==> config.mk <==
export PLATFORM = sky130hd
export DESIGN_NAME = fir_out_decimator
export DESIGN_NICKNAME = d
export VERILOG_FILES = /design/src/rtl/fir_out_decimator.sv
export SDC_FILE = /design/constraint.sdc
export NUM_CORES = 1
export LEC_CHECK = 0
export BUFFER_PORTS_ARGS = -buffer_cell sky130_fd_sc_hd__buf_2
export CAP_MARGIN = 20
export CORE_UTILIZATION = 56
export DETAILED_ROUTE_END_ITERATION = 10
export PLACE_DENSITY = 0.78
export REMOVE_ABC_BUFFERS = 1
export SLEW_MARGIN = 20
export SYNTH_ARGS = -nofsm -noshare
export SYNTH_HDL_FRONTEND = slang
export SYNTH_SLANG_ARGS = --single-unit
==> constraint.sdc <==
create_clock -name clk -period 3.25 [get_ports clk]
set_clock_uncertainty 0.2 [all_clocks]
set_input_delay 0.65 -clock clk [delete_from_list [all_inputs] [get_ports clk]]
set_output_delay 0.65 -clock clk [all_outputs]
set_load 0.02 [all_outputs]
==> src/rtl/fir_out_decimator.sv <==
// Decimates a filter output stream (keeps 1 of every dec_ratio+1 valid samples)
// and buffers the kept samples in a small first-word fall-through FIFO.
module fir_out_decimator #(
  parameter int DATA_W = 10,
  parameter int DEPTH  = 4
) (
  input  logic              clk,
  input  logic              reset,
  input  logic [DATA_W-1:0] Data_in,
  input  logic              in_en,
  input  logic [2:0]        dec_ratio,
  input  logic              out_ready,
  output logic              out_valid,
  output logic [DATA_W-1:0] out_data,
  output logic [2:0]        fill,
  output logic              overflow,
  input  logic              clear_ovf
);

  localparam int AW = (DEPTH > 1) ? $clog2(DEPTH) : 1;
  localparam logic [AW:0] FULL_CNT = DEPTH[AW:0];

  logic [2:0]        r_phase;
  logic [2:0]        r_ratioPrev;
  logic [AW-1:0]     r_wrPtr;
  logic [AW-1:0]     r_rdPtr;
  logic [AW:0]       r_count;
  logic              r_overflow;
  logic [DATA_W-1:0] r_mem [DEPTH];

  logic       w_keep;
  logic       w_pop;
  logic       w_full;
  logic       w_push;
  logic       w_drop;
  logic       w_ratioChg;
  logic [2:0] w_phaseNext;

  assign w_keep     = in_en && (r_phase == 3'd0);
  assign w_full     = (r_count == FULL_CNT);
  assign w_pop      = (r_count != '0) && out_ready;
  assign w_push     = w_keep && (!w_full || w_pop);
  assign w_drop     = w_keep && w_full && !w_pop;
  assign w_ratioChg = (dec_ratio != r_ratioPrev);

  // A ratio change that leaves the phase at or beyond the new ratio restarts decimation.
  always_comb begin
    w_phaseNext = r_phase;
    if (w_ratioChg && (r_phase >= dec_ratio)) begin
      w_phaseNext = 3'd0;
    end else if (in_en) begin
      w_phaseNext = (r_phase >= dec_ratio) ? 3'd0 : r_phase + 3'd1;
    end
  end

  always_ff @(posedge clk or posedge reset) begin
    if (reset) begin
      r_phase     <= 3'd0;
      r_ratioPrev <= 3'd0;
    end else begin
      r_phase     <= w_phaseNext;
      r_ratioPrev <= dec_ratio;
    end
  end

  always_ff @(posedge clk or posedge reset) begin
    if (reset) begin
      r_wrPtr    <= '0;
      r_rdPtr    <= '0;
      r_count    <= '0;
      r_overflow <= 1'b0;
    end else begin
      if (w_push) begin
        r_wrPtr <= r_wrPtr + 1'b1;
      end
      if (w_pop) begin
        r_rdPtr <= r_rdPtr + 1'b1;
      end
      if (w_push && !w_pop) begin
        r_count <= r_count + 1'b1;
      end else if (w_pop && !w_push) begin
        r_count <= r_count - 1'b1;
      end
      if (w_drop) begin
        r_overflow <= 1'b1;
      end else if (clear_ovf) begin
        r_overflow <= 1'b0;
      end
    end
  end

  // Storage needs no reset: entries are only visible through the pointers.
  always_ff @(posedge clk) begin
    if (w_push) begin
      r_mem[r_wrPtr] <= Data_in;
    end
  end

  assign out_valid = (r_count != '0);
  assign out_data  = r_mem[r_rdPtr];
  assign fill      = 3'(r_count);
  assign overflow  = r_overflow;

endmodule
* Yosys cells after proc, flatten, opt, wreduce, memory -nomap -nowiden
Memory sizes are Yosys's and may differ from the RTL's.
Cells that the tools add are included.
W data, S select, Z words.
** Operators by class
- $add $sub $neg :: 5
- $mul :: 0
- Divide/modulo/power cells :: 0
- Magnitude comparators :: 1
- Equal/unequal tests :: 2
- Shift-type cells :: 0
- Muxes and demuxes :: 9
- Bitwise gates (word level) :: 0
- Reduce and logical (&&, ||, !) cells :: 17
** Operators by type and width (count)
- $mux W3 :: 5
- $logic_and A1 B1 Y1 :: 8
- $add A3 B1 Y3 const B :: 2
- $reduce_bool A2 Y1 :: 3
- $add A2 B1 Y2 const B :: 2
- $mux W1 :: 4
- $eq A3 B3 Y1 const B :: 1
- $ge A3 B3 Y1 :: 1
- $logic_not A1 Y1 :: 3
- $logic_not A3 Y1 :: 1
- $ne A3 B3 Y1 :: 1
- $reduce_bool A3 Y1 :: 1
- $sub A3 B1 Y3 const B :: 1
- $logic_or A1 B1 Y1 :: 1
** Word-level totals
- Flip-flop bits (word level) :: 14
- Latch bits :: 0
- Bits in writable memories :: 40
- Bits in read-only memories :: 0
- Input port bits :: 18
- Memories kept :: 1
** Memories
- r_mem :: depth 4, width 10, read ports 1, clocked after memory_dff 0, wr ports 1, line 29 : logic [DATA_W-1:0] r_mem [DEPTH];

* Depth between registers and ports, before layout
Gate-level depths: netlist of the first run.
- Word-level depth :: 8
- Depth in mapped cells :: 11
- Depth with buffers taken out :: 10

* Worst setup path before layout of the first run
OpenSTA, ideal clock, no wires.
- Path type :: input -> register
- Start :: input out_ready
- End :: register r_count[1], in the netlist fill[1]
- Setup time :: 0.125 ns
- Data arrival time :: 2.307 ns
- Path slack :: 0.618 ns
- Stages :: 7
- Path buffers :: 1
- Cell sequence :: or4b_4 > nor2b_1 > buf_6 > ha_1 > inv_1 > fa_1 > mux2_2
** Between the ends
- Cells in the longest elaborated chain, start to end :: 6
- Elaborated cells between the ends (all ways) :: 9
- Classes of those cells :: 1 x mux; 8 x reduce/logical
** RTL lines
- from (decl) :: line 12 : input logic out_ready,
- $logic_and A1 B1 Y1 (*) :: line 41 : assign w_pop = (r_count != '0) && out_ready;
- $logic_or A1 B1 Y1 (*) :: line 42 : assign w_push = w_keep && (!w_full || w_pop);
- $logic_and A1 B1 Y1 (*) :: line 42
- named net w_push :: line 34 : logic w_push;
- $logic_not A1 Y1 :: line 81 : end else if (w_pop && !w_push) begin
- $logic_and A1 B1 Y1 :: line 81
- $reduce_bool A2 Y1 (no source line)
- to (signal assigned) :: line 80 : r_count <= r_count + 1'b1;
- to (signal assigned) :: line 82 : r_count <= r_count - 1'b1;
- to (decl) :: line 27 : logic [AW:0] r_count;
The timed path passes the listed nets; every way through them passes the cells marked *.
A chain may end at the register's enable or synchronous reset.

* Worst setup path after layout of the first run
- Start :: register r_phase[0]
- End :: register r_count[2], in the netlist fill[2]
** Between the ends
- Cells in the longest elaborated chain, start to end :: 6
- Elaborated cells between the ends (all ways) :: 8
- Classes of those cells :: 1 x mux; 7 x reduce/logical
** RTL lines
- from (decl) :: line 23 : logic [2:0] r_phase;
- from (signal assigned) :: line 61 : r_phase <= w_phaseNext;
- $logic_not A3 Y1 (*) :: line 39 : assign w_keep = in_en && (r_phase == 3'd0);
- $logic_and A1 B1 Y1 (*) :: line 39
- $logic_and A1 B1 Y1 (*) :: line 42
- $logic_not A1 Y1 :: line 81
- $logic_and A1 B1 Y1 :: line 81
- $reduce_bool A2 Y1 (no source line)
Mark *: on every way between the ends. The rest lies on a longest branch, timed or not.

==> results of run 1 <==
[per-layer routing]
layer	GRT usage	vias to the layer above	wire length, µm
met5	0	-	0
met2	0.3260	29	1737
met1	0.2203	573	1337
met3	0.04340	8	126
li1	-	538	-
met4	0.1033	0	72
[synth_stat cells, types with 2 or more instances]
| cell | count |
|---|---|
| and2_4 | 4 |
| dfrtp_1 | 14 |
| edfxtp_1 | 40 |
| mux4_2 | 10 |
| o31ai_1 | 2 |
| nand3b_1 | 2 |
| inv_1 | 10 |
| ha_1 | 10 |
| xor2_1 | 2 |
| nand2_1 | 2 |
| a31oi_1 | 2 |
| xnor2_1 | 6 |
| nand3_1 | 3 |
[power by group through the flow]
stage / clock (µW) / combinational [µW] / sequential [µW]
6_report: 353 / 751 / 1020
5_1_grt: 387 / 828 / 1040
4_1_cts: 359 / 760 / 1020
3_5_place_dp: 0 / 758 / 1040
3_3_place_gp: 0 / 734 / 1030
2_1_floorplan: 0 / 537 / 1020
[registers in the layout, summed over array words and instances (netlist names)]
register	cells
r_phase	3
r_ratioPrev	3
r_mem	40
overflow	1
fill	3
r_wrPtr	2
r_rdPtr	2
[final cells by class]
class,instances,share of cell area
Multi-Input combinational cell,56,0.2527
Clock buffer,5,0.02704
Tap cell,48,0.02360
Inverter,10,0.01475
Timing Repair Buffer,33,0.06588
Sequential cell,54,0.6096
Clock inverter,3,0.006391
[per-stage QoR]
stage                 util  hold slack (ns)  instances
CTS                 0.6749           0.1806        209
floorplan                -           0.3392        120
global route        0.6749           0.2185        209
detailed placement  0.6523           0.3077        201
finish              0.6749           0.1646        209
global placement    0.6523           0.2897        201
[cell families (layout without fill, tap and decap cells)]
family,Yosys count,count (layout),synth area share
buf+inv,13,51,0.02555
xor+xnor,9,9,0.03834
flops,54,54,0.6889
fa+ha+maj,11,11,0.06444
mux,11,11,0.1050
simple gates,17,17,0.05167
compound gates,8,8,0.02611
[worst register-to-register path: stages, from the launching register on]
cell and delay, ns:
dfrtp_1 0.39, inv_1 0.12, ha_1 0.16, nand3b_1 0.10, nor2b_1 0.53, ha_1 0.31, inv_1 0.06, fa_1 0.37
xor2_1 0.17, nor2_1 0.13, xor2_1 0.15
[path summary, 6_finish.rpt]
path	from	endpoint	slack (ns)
min reg2reg	fill[2]$_DFFE_PP0P_	fill[2]$_DFFE_PP0P_	0.32
min	reset	r_ratioPrev[0]$_DFF_PP0_	0.16
max	r_phase[0]$_DFFE_PP0P_	fill[2]$_DFFE_PP0P_	0.48
max in group asynchronous	reset	r_rdPtr[0]$_DFFE_PP0N_	2.34
min in group clk	dec_ratio[2]	r_ratioPrev[2]$_DFF_PP0_	0.28
max reg2reg	r_phase[0]$_DFFE_PP0P_	fill[2]$_DFFE_PP0P_	0.48
==> impl_results.md, run 1 <==
* Largest net degree at the start of global routing at 17
* EDFF count, synth at 40
* Post-CTS Resized at 0
* Combinational share of power at 0.354
* Worst skew pair latency at 0.30 ns
* Final hold violation count at 0
* Wirelength per Cell at 15.66 µm
* Commonest cells after routing, fill and taps aside: 40 x edfxtp_1, 32 x buf_2, 14 x dfrtp_1
* Status: complete, no violations
* Switching Fraction at 0.3428
* CP Class: flip-flop to flip-flop
* Total congestion overflow at 0
* Total Wirelength at 3273 µm
* Synth Register Bits at 54
* Root Driver: clkbuf_8
* IO buf count at 32
* Critical Path Start Type: flip-flop
* Die Wd at 65.42 µm
* Worst Path Arrival at 2.80 ns
* Filler cells at 258
* Clock transition at path regs at 0.09 ns
* Least-Margin Pin Slew at 0.6499 ns
* CTS Buf Count at 5
* RSZ-0062 raised after global routing: false
* Commonest non-fill, non-tap cell in the layout: edfxtp_1
* F_max at 361.2 MHz
* GRT Total Usage at 0.1900
* Max_slew headroom at 0.5659
* Synth warnings at 0
* Die Y at 65.42 µm
* Worst path required time at 3.28 ns
* Family with the most delay on the worst path: adder cells
* CTS tree: done
* Net Sw Power at 726.5 µW
* Synth Area per Inst at 18.31 µm²
* Clock share of power at 0.166
* Antenna cells at 0
* Worst setup margin at 0.4814 ns
* Share of cells above drive strength 1 at 0.3665
* Final Cell Area at 0.002545 mm²
* Drt drc at 0
* Endpoints failing setup at 0
* Via count at 1148
* H-Tree Depth at 2
* Max Cap Violations at 0
* Antenna-violating nets left at 0
* Clock sink count at 54
* Post-synthesis sequential area ratio at 0.6889
* DR iter-0 viols at 59
* Synthesized instance count at 123
* Crit end category: flip-flop
* Core ar. at 0.003771 mm²
* First-pass GRT wire length at 5713 µm
* Internal power at 1393 µW
* Worst path depth at 10
* Area of the multi-input gates at 643.1 µm²
* Worst-path maximum fanout at 8
* Std-Cell Rows at 22
* Reg area at 0.001551 mm²
* Die area at 0.004279 mm²
* Worst vdd ir at 0.5171 mV
* Final slew viol count at 0
* Yosys top cell by area: edfxtp_1
* Cts hold-fix bufs at 0
* Via density per instance at 5.493
* GPL Wtd Cong at 0.7243
* Post-synthesis cell area at 0.002252 mm²
* Ports at 33
* Register-to-Register Path Depth at 10
* Setup_tns at 0 ns
* Pwr dens at 832.8 mW/mm²
* Part of the power in registers at 0.479
* Clk buf depth at 2
* Layout Nets at 189
* Vias in the first global route at 1261
* Hold Crit Class: primary input to async pin
* Synth top area share at 0.5333
* Initial Utilization at 0.5972
* Fin crit share at 0.8519
* Slowest cell delay on critical path at 0.53 ns
* Pre-antenna DRT Iters at 3
* Worst slack, placed at 0.3111 ns
* Min Tclk post-route at 2.769 ns
* Antenna violations before repair at 0
* Total power at 2119 µW
* Ys async rst share at 0.2593
* Area grow syn2layout at 13.00%
* Area after DPL at 0.002460 mm²
* Area contributors post-synth: edfxtp_1 53%, dfrtp_1 16%, mux4_2 10%, ha_1 5.6%, xnor2_1 2.3%
* Ys flop type: edfxtp_1
* Hpwl dp at 2282 µm
* Slowest CP cell: nor2b_1
* Leakage at 0.0009876 µW
* Crit-path cells: inv_1 -> ha_1 -> nand3b_1 -> nor2b_1 -> ha_1 -> inv_1 -> fa_1 -> xor2_1 -> nor2_1 -> xor2_1
* Unique cell type count in the Yosys netlist at 29
* Post-CTS setup buffers at 0
* Worst Path Buf+Inv at 2
Note: power is estimated with default switching activity, not from simulation.
==> inputs of run 2 (changes only) <==
--- a/config.mk
+++ b/config.mk
@@ -7,9 +7,11 @@
 export LEC_CHECK = 0
 export BUFFER_PORTS_ARGS = -buffer_cell sky130_fd_sc_hd__buf_2
 export CAP_MARGIN = 20
-export CORE_UTILIZATION = 56
+export CELL_PAD_IN_SITES_DETAIL_PLACEMENT = 2
+export CELL_PAD_IN_SITES_GLOBAL_PLACEMENT = 2
+export CORE_UTILIZATION = 41
 export DETAILED_ROUTE_END_ITERATION = 10
-export PLACE_DENSITY = 0.78
+export PLACE_DENSITY = 0.77
 export REMOVE_ABC_BUFFERS = 1
 export SLEW_MARGIN = 20
 export SYNTH_ARGS = -nofsm -noshare
==> run 2 against run 1 <==
Routed wire length rose by 45%. Worst setup slack lost 0.11 ns. Register-to-register slack got worse by 0.11 ns. Core utilization down 18 points. First-iteration DRC count down 29%. Non-clock buffer count unchanged. Global-route usage shrank 1.3 points. Sequential cell count stayed put. Critical path type unchanged.
==> impl_results.md, run 2 (same netlist as run 1, synthesis figures left out) <==
* Crit end category: flip-flop
* Switching Fraction at 0.3601 (+0.01728)
* Largest net degree at the start of global routing at 16 (-1)
* Final hold violation count at 0 (unchanged)
* Max Cap Violations at 0 (unchanged)
* Combinational share of power at 0.361 (+0.007)
* Worst-path maximum fanout at 8 (unchanged)
* First-pass GRT wire length at 7452 µm (+30%)
* Total congestion overflow at 0 (unchanged)
* Core ar. at 0.005205 mm² (+38%)
* DR iter-0 viols at 42 (-29%)
* Clock share of power at 0.167 (about the same)
* Total Wirelength at 4751 µm (+45%)
* GRT Total Usage at 0.1766 (-0.01341)
* Setup_tns at 0 ns (unchanged)
* Ports at 33 (unchanged)
* Post-CTS setup buffers at 0 (unchanged)
* Endpoints failing setup at 0 (unchanged)
* Clk buf depth at 2 (unchanged)
* Die area at 0.005793 mm² (+35%)
* Crit path launch: r_phase[0]$_DFFE_PP0P_
* Worst slack, placed at 0.2577 ns (-0.05344 ns)
* Vias in the first global route at 1360 (+7.9%)
* Via density per instance at 5.173 (-5.8%)
* F_max at 347.9 MHz (-3.7%)
* Least-Margin Pin Slew at 0.7569 ns (+0.1070 ns)
* Area grow syn2layout at 14.06%
* Area of the multi-input gates at 643.1 µm² (unchanged)
* H-Tree Depth at 2 (unchanged)
* Part of the power in registers at 0.472 (-0.007)
* Die Wd at 76.12 µm (+16%)
* Wirelength per Cell at 20.57 µm (+31%)
* GPL Wtd Cong at 0.7498 (+3.5%)
* Reg area at 0.001551 mm² (unchanged)
* RSZ-0062 raised after global routing: false
* Worst skew pair latency at 0.31 ns (about the same)
* Max_slew headroom at 0.4943 (-0.07151)
* Filler cells at 492 (+91%)
* Share of cells above drive strength 1 at 0.3602 (-0.006211)
* Antenna-violating nets left at 0 (unchanged)
* Fin crit share at 0.8845 (+0.03260)
* Net Sw Power at 786.1 µW (+8.2%)
* Root Driver: clkbuf_8
* Hpwl dp at 3348 µm (+47%)
* IO buf count at 32 (unchanged)
* Most flop-heavy register: r_mem
* Critical Path Start Type: flip-flop
* Clock sink count at 54 (unchanged)
* Initial Utilization at 0.4327 (-0.1645)
* Antenna violations before repair at 0 (unchanged)
* CTS tree: done
* Antenna cells at 0 (unchanged)
* Commonest cells after routing, fill and taps aside: 40 x edfxtp_1, 32 x buf_2, 14 x dfrtp_1
* Worst Path Arrival at 2.91 ns (+0.11 ns)
* Total power at 2183 µW (+3.0%)
* Via count at 1195 (+4.1%)
* Final slew viol count at 0 (unchanged)
* Worst setup margin at 0.3755 ns (-0.1059 ns)
* Std-Cell Rows at 26 (+18%)
* Pwr dens at 849.9 mW/mm² (+2.1%)
* Area after DPL at 0.002487 mm² (+1.1%)
* Final Cell Area at 0.002569 mm² (+0.93%)
* Drt drc at 0 (unchanged)
* Min Tclk post-route at 2.875 ns (+0.1059 ns)
* Pre-antenna DRT Iters at 4 (+1)
* Die Y at 76.12 µm (+16%)
* Clock transition at path regs at 0.09 ns (about the same)
* Commonest non-fill, non-tap cell in the layout: edfxtp_1
* Reg-to-Reg Start: r_phase[0]$_DFFE_PP0P_
* Internal power at 1397 µW (+0.30%)
* Layout Nets at 189 (unchanged)
* Hold Crit Class: primary input to async pin
* Post-CTS Resized at 0 (unchanged)
* CTS Buf Count at 5 (unchanged)
* Worst path required time at 3.29 ns (about the same)
* CP Class: flip-flop to flip-flop
* Largest register FFs at 40 (unchanged)
* Leakage at 0.0009886 µW (+0.10%)
* Status: complete, no violations
* Worst vdd ir at 0.4538 mV (-12%)
* Cts hold-fix bufs at 0 (unchanged)
[run 2: layer usage]
metal | up-vias | routed length, µm | global-route usage | part of all wire
met2 | 22 | 2686 | 0.3309 | 0.57
met3 | 5 | 158 | 0.04671 | 0.033
met1 | 631 | 1852 | 0.1953 | 0.39
met5 | - | 0 | 0 | 0
met4 | 0 | 54 | 0.05192 | 0.011
li1 | 537 | - | - | -
[run 2: worst paths after layout]
path | slack, ns | endpoint | depth (start not counted)
min in group clk | 0.29 | r_ratioPrev[1]$_DFF_PP0_ | 1
min reg2reg | 0.34 | fill[2]$_DFFE_PP0P_ | 1
min | 0.19 | r_phase[2]$_DFFE_PP0P_ | 2
max reg2reg | 0.38 | fill[2]$_DFFE_PP0P_ | 10
max | 0.38 | fill[2]$_DFFE_PP0P_ | 10
max in group asynchronous | 2.27 | r_rdPtr[1]$_DFFE_PP0N_ | 2
[run 2: power groups by stage]
| stage | clock (µW) | sequential [µW] | combinational, µW |
|---|---|---|---|
| 4_1_cts | 372 | 1040 | 807 |
| 5_1_grt | 389 | 1050 | 855 |
| 3_3_place_gp | 0 | 1030 | 749 |
| 6_report | 365 | 1030 | 789 |
| 2_1_floorplan | 0 | 1020 | 537 |
| 3_5_place_dp | 0 | 1050 | 790 |
[run 2: worst max-delay path: stages (launching register included)]
cell and delay [ns]:
dfrtp_1 0.39, inv_1 0.14, ha_1 0.18, nand3b_1 0.11, nor2b_1 0.61, ha_1 0.31, inv_1 0.06, fa_1 0.37
xor2_1 0.17, nor2_1 0.11, xor2_1 0.15
[run 2: cell type report]
type / instances / share of cell area
Inverter: 10 / 0.01461
Multi-Input combinational cell: 56 / 0.2504
Timing Repair Buffer: 33 / 0.06527
Sequential cell: 54 / 0.6040
Tap cell: 70 / 0.03410
Clock buffer: 6 / 0.02825
Clock inverter: 2 / 0.003410
[run 2: stage by stage]
step	util	std cells	hold slack [ns]
after detailed placement	0.4779	223	0.3152
after global placement	0.4779	223	0.2936
after floorplan	-	120	0.3392
after global routing	0.4935	231	0.2360
final	0.4935	231	0.1947
after CTS	0.4935	231	0.2121
